## src/rtl/board_run_ctrl.sv

```systemverilog
// board_run_ctrl: board-level CPU run controller.
// Generates a CPU clock enable from a run mode (full / slow / single-step / halt),
// counts enabled cycles, drives a heartbeat and an LED window onto debug channels.
// Optional feature macro: STEP_DEBOUNCE_EN selects a debounced step key
// (IDLE/PRESS_WAIT/PRESSED/RELEASE_WAIT FSM); when undefined, every falling
// edge of the synchronized key is a step.
module board_run_ctrl #(
   parameter  int CLK_HZ     = 50_000_000,
   parameter  int SLOW_HZ    = 10,
   parameter  int DEB_CYCLES = 1_000_000,
   parameter  int NCH        = 4,
   parameter  int DW         = 32,
   parameter  int LED_W      = 8,
   localparam int DIV        = CLK_HZ / SLOW_HZ,
   localparam int DIV_W      = (DIV > 1) ? $clog2(DIV) : 1,
   localparam int CH_W       = (NCH > 1) ? $clog2(NCH) : 1,
   localparam int NWIN       = DW / LED_W,
   localparam int WIN_W      = (NWIN > 1) ? $clog2(NWIN) : 1
) (
   input  logic                 clk,
   input  logic                 rst_n,
   input  logic [1:0]           mode_i,
   input  logic                 step_key_n_i,
   input  logic [CH_W-1:0]      ch_sel_i,
   input  logic [WIN_W-1:0]     win_sel_i,
   input  logic [NCH*DW-1:0]    ch_data_i,
   output logic                 cpu_ce_o,
   output logic [15:0]          step_cnt_o,
   output logic [LED_W-1:0]     led_o,
   output logic                 heartbeat_o
);

   typedef enum logic [1:0] {
      MODE_FULL = 2'b00,
      MODE_SLOW = 2'b01,
      MODE_STEP = 2'b10,
      MODE_HALT = 2'b11
   } mode_t;

   logic [1:0]       r_mode_meta;
   mode_t            r_mode_s;
   logic             r_key_meta;
   logic             r_key_s;
   logic [DIV_W-1:0] r_div_cnt;
   logic             r_heartbeat;
   logic             r_cpu_ce;
   logic [15:0]      r_step_cnt;
   logic [LED_W-1:0] r_led;
   logic             w_tick;
   logic             w_step_pulse;
   logic             w_ce_next;
   logic [LED_W-1:0] w_led_next;

   // Two-flop synchronizers; reset to "halt" and "key released" so nothing runs out of reset.
   // NOTE: sequential state uses non-blocking (<=) so every flop samples pre-edge values.
   always_ff @(posedge clk or negedge rst_n) begin
      if (!rst_n) begin
         r_mode_meta <= 2'b11;
         r_mode_s    <= MODE_HALT;
         r_key_meta  <= 1'b1;
         r_key_s     <= 1'b1;
      end else begin
         r_mode_meta <= mode_i;
         r_mode_s    <= mode_t'(r_mode_meta);
         r_key_meta  <= step_key_n_i;
         r_key_s     <= r_key_meta;
      end
   end

   // Free-running slow-rate divider; runs in every mode so the heartbeat never stalls.
   always_ff @(posedge clk or negedge rst_n) begin
      if (!rst_n) begin
         r_div_cnt   <= '0;
         r_heartbeat <= 1'b0;
      end else begin
         r_div_cnt   <= w_tick ? '0 : r_div_cnt + 1'b1;
         r_heartbeat <= r_heartbeat ^ w_tick;
      end
   end

   assign w_tick = (r_div_cnt == DIV_W'(DIV - 1));

`ifdef STEP_DEBOUNCE_EN
   localparam int DEB_W = (DEB_CYCLES > 1) ? $clog2(DEB_CYCLES) : 1;

   typedef enum logic [1:0] {
      IDLE,
      PRESS_WAIT,
      PRESSED,
      RELEASE_WAIT
   } deb_state_t;

   deb_state_t       r_deb_state;
   deb_state_t       w_deb_state_next;
   logic [DEB_W-1:0] r_deb_cnt;
   logic [DEB_W-1:0] w_deb_cnt_next;

   // Debounce state and its single shared counter.
   always_ff @(posedge clk or negedge rst_n) begin
      if (!rst_n) begin
         r_deb_state <= IDLE;
         r_deb_cnt   <= '0;
      end else begin
         r_deb_state <= w_deb_state_next;
         r_deb_cnt   <= w_deb_cnt_next;
      end
   end

   // Debounce transitions; the step pulse fires only on the PRESS_WAIT -> PRESSED edge.
   // NOTE: every always_comb output gets a default first so no path can infer a latch.
   always_comb begin
      w_deb_state_next = r_deb_state;
      w_deb_cnt_next   = r_deb_cnt;
      w_step_pulse     = 1'b0;
      case (r_deb_state)
         IDLE: begin
            if (!r_key_s) begin
               w_deb_state_next = PRESS_WAIT;
               w_deb_cnt_next   = '0;
            end
         end
         PRESS_WAIT: begin
            if (r_key_s) begin
               w_deb_state_next = IDLE;
            end else if (r_deb_cnt == DEB_W'(DEB_CYCLES - 1)) begin
               w_deb_state_next = PRESSED;
               w_step_pulse     = 1'b1;
            end else begin
               w_deb_cnt_next = r_deb_cnt + 1'b1;
            end
         end
         PRESSED: begin
            if (r_key_s) begin
               w_deb_state_next = RELEASE_WAIT;
               w_deb_cnt_next   = '0;
            end
         end
         RELEASE_WAIT: begin
            if (!r_key_s) begin
               w_deb_state_next = PRESSED;
            end else if (r_deb_cnt == DEB_W'(DEB_CYCLES - 1)) begin
               w_deb_state_next = IDLE;
            end else begin
               w_deb_cnt_next = r_deb_cnt + 1'b1;
            end
         end
         default: w_deb_state_next = IDLE;
      endcase
   end
`else
   logic r_key_prev;

   // Previous synchronized key level for falling-edge detection.
   always_ff @(posedge clk or negedge rst_n) begin
      if (!rst_n) r_key_prev <= 1'b1;
      else        r_key_prev <= r_key_s;
   end

   assign w_step_pulse = r_key_prev & ~r_key_s;
`endif

   // Enable source by synchronized mode; a step pulse outside step mode is simply dropped.
   always_comb begin
      w_ce_next = 1'b0;
      case (r_mode_s)
         MODE_FULL: w_ce_next = 1'b1;
         MODE_SLOW: w_ce_next = w_tick;
         MODE_STEP: w_ce_next = w_step_pulse;
         default:   w_ce_next = 1'b0;
      endcase
   end

   // Registered enable and enabled-cycle counter (wraps naturally at 16 bits).
   always_ff @(posedge clk or negedge rst_n) begin
      if (!rst_n) begin
         r_cpu_ce   <= 1'b0;
         r_step_cnt <= '0;
      end else begin
         r_cpu_ce   <= w_ce_next;
         r_step_cnt <= r_step_cnt + 16'(r_cpu_ce);
      end
   end

   // LED window select; out-of-range channels read as zero.
   always_comb begin
      w_led_next = '0;
      if (32'(ch_sel_i) < 32'(NCH)) begin
         w_led_next = ch_data_i[ch_sel_i * DW + win_sel_i * LED_W +: LED_W];
      end
   end

   // LED window register.
   always_ff @(posedge clk or negedge rst_n) begin
      if (!rst_n) r_led <= '0;
      else        r_led <= w_led_next;
   end

   assign cpu_ce_o    = r_cpu_ce;
   assign step_cnt_o  = r_step_cnt;
   assign led_o       = r_led;
   assign heartbeat_o = r_heartbeat;

endmodule
```

## config.mk

```make
export PLATFORM = sky130hd
export DESIGN_NAME = board_run_ctrl
export DESIGN_NICKNAME = d
export VERILOG_FILES = /design/src/rtl/board_run_ctrl.sv
export SDC_FILE = /design/constraint.sdc
export NUM_CORES = 1
export LEC_CHECK = 0
export ABC_AREA = 1
export ABC_CLOCK_PERIOD_IN_PS = 1400
export BUFFER_PORTS_ARGS = -buffer_cell sky130_fd_sc_hd__buf_2
export CORE_ASPECT_RATIO = 1.1
export CORE_MARGIN = 2
export CORE_UTILIZATION = 35
export CTS_CLUSTER_DIAMETER = 120
export DETAILED_ROUTE_END_ITERATION = 6
export GPL_ROUTABILITY_DRIVEN = 0
export HOLD_SLACK_MARGIN = 0.03
export PLACE_DENSITY = 0.66
export RECOVER_POWER = 50
export SYNTH_ARGS = -nofsm -noshare
export SYNTH_HDL_FRONTEND = slang
export SYNTH_SLANG_ARGS = --single-unit
```

## constraint.sdc

```tcl
create_clock -name clk -period 1.4 [get_ports clk]
set_input_delay 0 -clock clk [delete_from_list [all_inputs] [get_ports clk]]
set_output_delay 0 -clock clk [all_outputs]
set_load 0.02 [all_outputs]
```

; ---- Word level (Yosys, flattened, before mapping)
; Cells that the tools add are included.
[totals]
regBits = 56
inputBits = 137
output_inout_bits = 26
[classes]
n_addsub = 3
eq_ne = 3
n_shift = 1
muxes = 2
bitwise = 3
reduce_logical = 1
[ops]
columns = cell, n
row1 = 128-bit by 9-bit indexed part select with 8-bit output, 1
row2 = "23-bit by 1-bit adder with 23-bit output, second input constant", 1
row3 = "23-bit equality test, second input constant", 1
row4 = 23-bit 2-to-1 mux, 1
row5 = 16-bit by 1-bit adder with 16-bit output, 1
row6 = 7-bit by 5-bit adder with 8-bit output, 1
row7 = 1-bit case mux with 3 select lines, 1
row8 = "2-bit by 1-bit equality test with 1-bit output, second input constant", 1
row9 = "2-bit equality test, second input constant", 1
row10 = 2-bit zero test, 1
row11 = 1-bit bitwise AND, 1
row12 = 1-bit NOT, 1
row13 = 1-bit XOR, 1

; ---- Logic depth before layout (Yosys ltp)
[logic_depth]
word_depth = 3
depth_mapped = 8
ltp_nobuf = 8

; ---- Worst setup path after synthesis
; Ideal clock, no wire load.
[synth_path]
path_type = flip-flop to flip-flop
from = reg r_step_cnt[0], in the netlist step_cnt_o[0]
to = reg r_step_cnt[12], in the netlist step_cnt_o[12]
setup_ps = 129
t_arrival_ps = 1442
path_slack_ps = -171
path_stages_with_launch = 7
cell_sequence = dfrtp_1 > ha_1 > ha_1 > nand3_1 > nor2_1 > nand4_1 > xnor2_1
[synth_via]
elab_chain_len = 1
[synth_lines]
columns = element, line
row1 = from (decl), 47  ; logic [15:0] r_step_cnt;
row2 = from (signal assigned), 180  ; r_step_cnt <= r_step_cnt + 16'(r_cpu_ce);
row3 = 16-bit by 1-bit adder with 16-bit output, 180
; Every way passes these cells.

; ---- Worst setup path in the final report
[layout_path]
from = reg r_div_cnt[2]
to = reg r_div_cnt[3]
[layout_via]
elab_chain_len = 2
[layout_lines]
columns = element, line
row1 = from (decl), 44  ; logic [DIV_W-1:0] r_div_cnt;
row2 = from (signal assigned), 76  ; r_div_cnt <= w_tick ? '0 : r_div_cnt + 1'b1;
row3 = 23-bit by 1-bit adder with 23-bit output or 23-bit equality test (tied branches), "76, 81"
row4 = 23-bit 2-to-1 mux (*), 76
; Every way passes the cells marked *; elsewhere a longest branch is shown, timed or not.

==> out/summary.txt <==
VDD IR max -> 0.000580 V
Hold Fails Final Rpt -> 0
DP HPWL -> 9550 um
Startpoint Class -> flop
most common cell after layout, fill and taps aside -> buf_2
Comb pwr share -> 24.4%
clk_skew -> 0.0108 ns
Syn. warnings -> 0
Crit Path Class -> reg -> reg
Remaining Overflow, GRT -> 0
Chip Height -> 115 um
Reg power frac -> 43.3%
Pwr per Cell Area -> 827 nW/um^2
hold crit path type -> in -> reg
placed instance count -> 864
I/O Buffers -> 162
Vias/cell -> 4.90
post-route ant nets -> 0
Placement Cell Area -> 4960 um^2
Hold Path End -> led_o[7]
overall power -> 4360 uW
synthesis-to-finish area growth -> 35.0%
global-route wire length before repair -> 19100 um
Int Power -> 3040 uW
leakage -> 0.00277 uW
syn nets -> 700
syn_area_per_cell -> 6.98 um^2
worst reg-to-reg setup slack -> 0.02 ns
TNS Setup -> 0 ns
filler instances -> 1123
Worst EP required -> 1.59 ns
arrival time worst endpoint -> 1.56 ns
number of global-route vias before repair -> 4213
Rel. slew slack -> 41.6%
initial antenna violation count -> 1
reg-to-reg critical path startpoint -> r_div_cnt[2]
CTS root buf -> clkbuf_16
CTS sink cnt -> 56
share of cells above drive strength 1 -> 32.1%
Clock Latency Late Sink -> 0.29 ns
Ports -> 163
Global Route Usage Sum -> 19.3%
DR pass1 iterations -> 5
TritonCTS buffer count -> 5
H-tree depth -> 2
CTS tree -> built
Slew Limit Fails -> 0
Worst Tran Pin Value -> 0.877 ns
hold depth -> 3
Net Sw Power -> 1320 uW
final instance area -> 5280 um^2
core area -> 10900 um^2
multi-input gate area in the final layout -> 2080 um^2
CP Capture Type -> flop
Max-Cap Viols -> 0
Achievable Freq -> 0.726 GHz
Seq/Total Area, Yosys -> 36.1%
worst-path maximum fanout -> 7
crit path time final -> 1.38 ns
Final #Nets -> 871
RSZ-0062 raised after global routing -> yes
Clk pwr share -> 32.3%
DRC viols -> 0
vias post-DR -> 4309
sequential cell area -> 1420 um^2
worst r2r path cells -> 5
most frequent cells in the layout -> 160 x buf_2, 113 x nand2_1, 107 x inv_1
Clock Pin Slew Worst Setup and Hold Paths -> 0.07 ns
final std cells w/o fill -> 880
post-synthesis register bit count -> 56
Synth cell types -> 30
1st-iter DRT viols -> 226
status -> complete, no violations
# rows -> 40
Worst R2R End -> r_div_cnt[3]
largest net degree at the start of global routing -> 40
Die Span X -> 105 um
clock buffer depth -> 2
total length of routed wires -> 11700 um
starting density of the core -> 35.8%
final setup vio count -> 0
HP Start -> ch_sel_i[1]
mapped cell area -> 3910 um^2
Syn Inst Count -> 560
drt wl/cell -> 13.3 um
fin crit share -> 98.3%
Die Area -> 12000 um^2
sw frac -> 30.2%
==> cell usage after synthesis (all sizes together) <==
library cell  instances  share of area, %
a21oi                22               2.8
buf                  21               3.2
clkbuf                4              0.38
dfrtp                49                31
dfstp                 7               4.7
ha                    3              0.96
inv                 108                10
nand2               117                11
nand3                72               9.5
nand4                 6              0.96
nor2                 47               5.3
nor3                  8               1.4
o211ai               45               8.6
o21ai                23               2.9
o21bai                1              0.19
or2                   2              0.32
xnor2                 8               1.8
xor2                 17               3.8
==> area by class of cell <==
type / count / share of cell area (%)
flip-flops and latches: 56 / 26.8
multi-input cells: 371 / 39.5
clock inverters: 2 / 0.735
well taps: 147 / 3.49
clock buffers: 6 / 2.44
repair buffers: 189 / 19.3
diodes: 1 / 0.0474
inverters: 108 / 7.68
==> power groups by stage <==
stage / Combinational, uW / Sequential, uW / Clock [uW]
floorplan: 434 / 2010 / 0
global placement: 1020 / 1890 / 0
detailed placement: 1030 / 1900 / 0
CTS: 1050 / 1870 / 1440
global route: 1190 / 1910 / 1510
finish: 1060 / 1890 / 1410
==> cell families after synthesis <==
| group | Yosys count | share of synthesized area, % |
|---|---|---|
| xor+xnor | 25 | 5.60 |
| buf+inv | 133 | 14.0 |
| fa+ha+maj | 3 | 0.960 |
| compound gates | 91 | 14.6 |
| flops | 56 | 36.1 |
| simple gates | 252 | 28.8 |
==> flip-flops by register name, summed over array words and instances (netlist names) <==
name         cells
cpu_ce_o         1
heartbeat_o      1
led_o            8
r_div_cnt       23
r_key_meta       1
r_key_prev       1
r_key_s          1
r_mode_meta      2
r_mode_s         2
step_cnt_o      16
==> repair_timing <==
| item | CTS | global route |
|---|---|---|
| hold endpoints to repair | 54 | 0 |
| gates resized for setup | 3 | 22 |
| setup buffers | 1 | 2 |
| cloned | 0 | 0 |
| pin swaps | 1 | 5 |
| hold buffers | 4 | 0 |
| setup endpoints to repair | 8 | 26 |
==> critical path, cell delays in order, from the launching register on <==
cell and delay (ns):
dfrtp_1 0.43, nand3_1 0.23, inv_1 0.19, or2_2 0.31, nand3_1 0.08, inv_1 0.04
==> per-layer routing <==
metal / part of all wire (%) / GRT usage (%) / up-vias / wire [um]
met3: 6.9 / 3.06 / 30 / 804
li1: - / - / 2134 / -
met4: 3.1 / 6.93 / 0 / 368
met1: 39 / 22.2 / 1931 / 4610
met5: 0 / 0 / - / 0
met2: 51 / 36.4 / 214 / 5910
==> worst max-delay path by stage <==
stage             startpoint  slack (ns)        endpoint  cells past startpoint
2_1_floorplan       cpu_ce_o        0.01  step_cnt_o[13]                      6
3_3_place_gp    r_div_cnt[0]        0.02    r_div_cnt[9]                      6
3_5_place_dp    r_div_cnt[0]       -0.04    r_div_cnt[9]                      6
4_1_cts        step_cnt_o[0]       0.002  step_cnt_o[13]                      6
5_1_grt        step_cnt_o[2]       -0.05  step_cnt_o[13]                      5
6_report        r_div_cnt[2]        0.02    r_div_cnt[3]                      5
==> stage by stage <==
step | utilization (%) | hold slack [ns] | worst slack [ns]
6_report | 48.4 | 0.0422 | 0.0233
5_1_grt | 48.4 | 0.0543 | -0.0515
3_3_place_gp | 45.4 | -0.0745 | 0.0234
4_1_cts | 47.6 | 0.0415 | 0.00242
3_5_place_dp | 45.4 | -0.0731 | -0.0430
2_1_floorplan | - | -0.296 | 0.0116
Note: power is estimated with default switching activity, not from simulation.
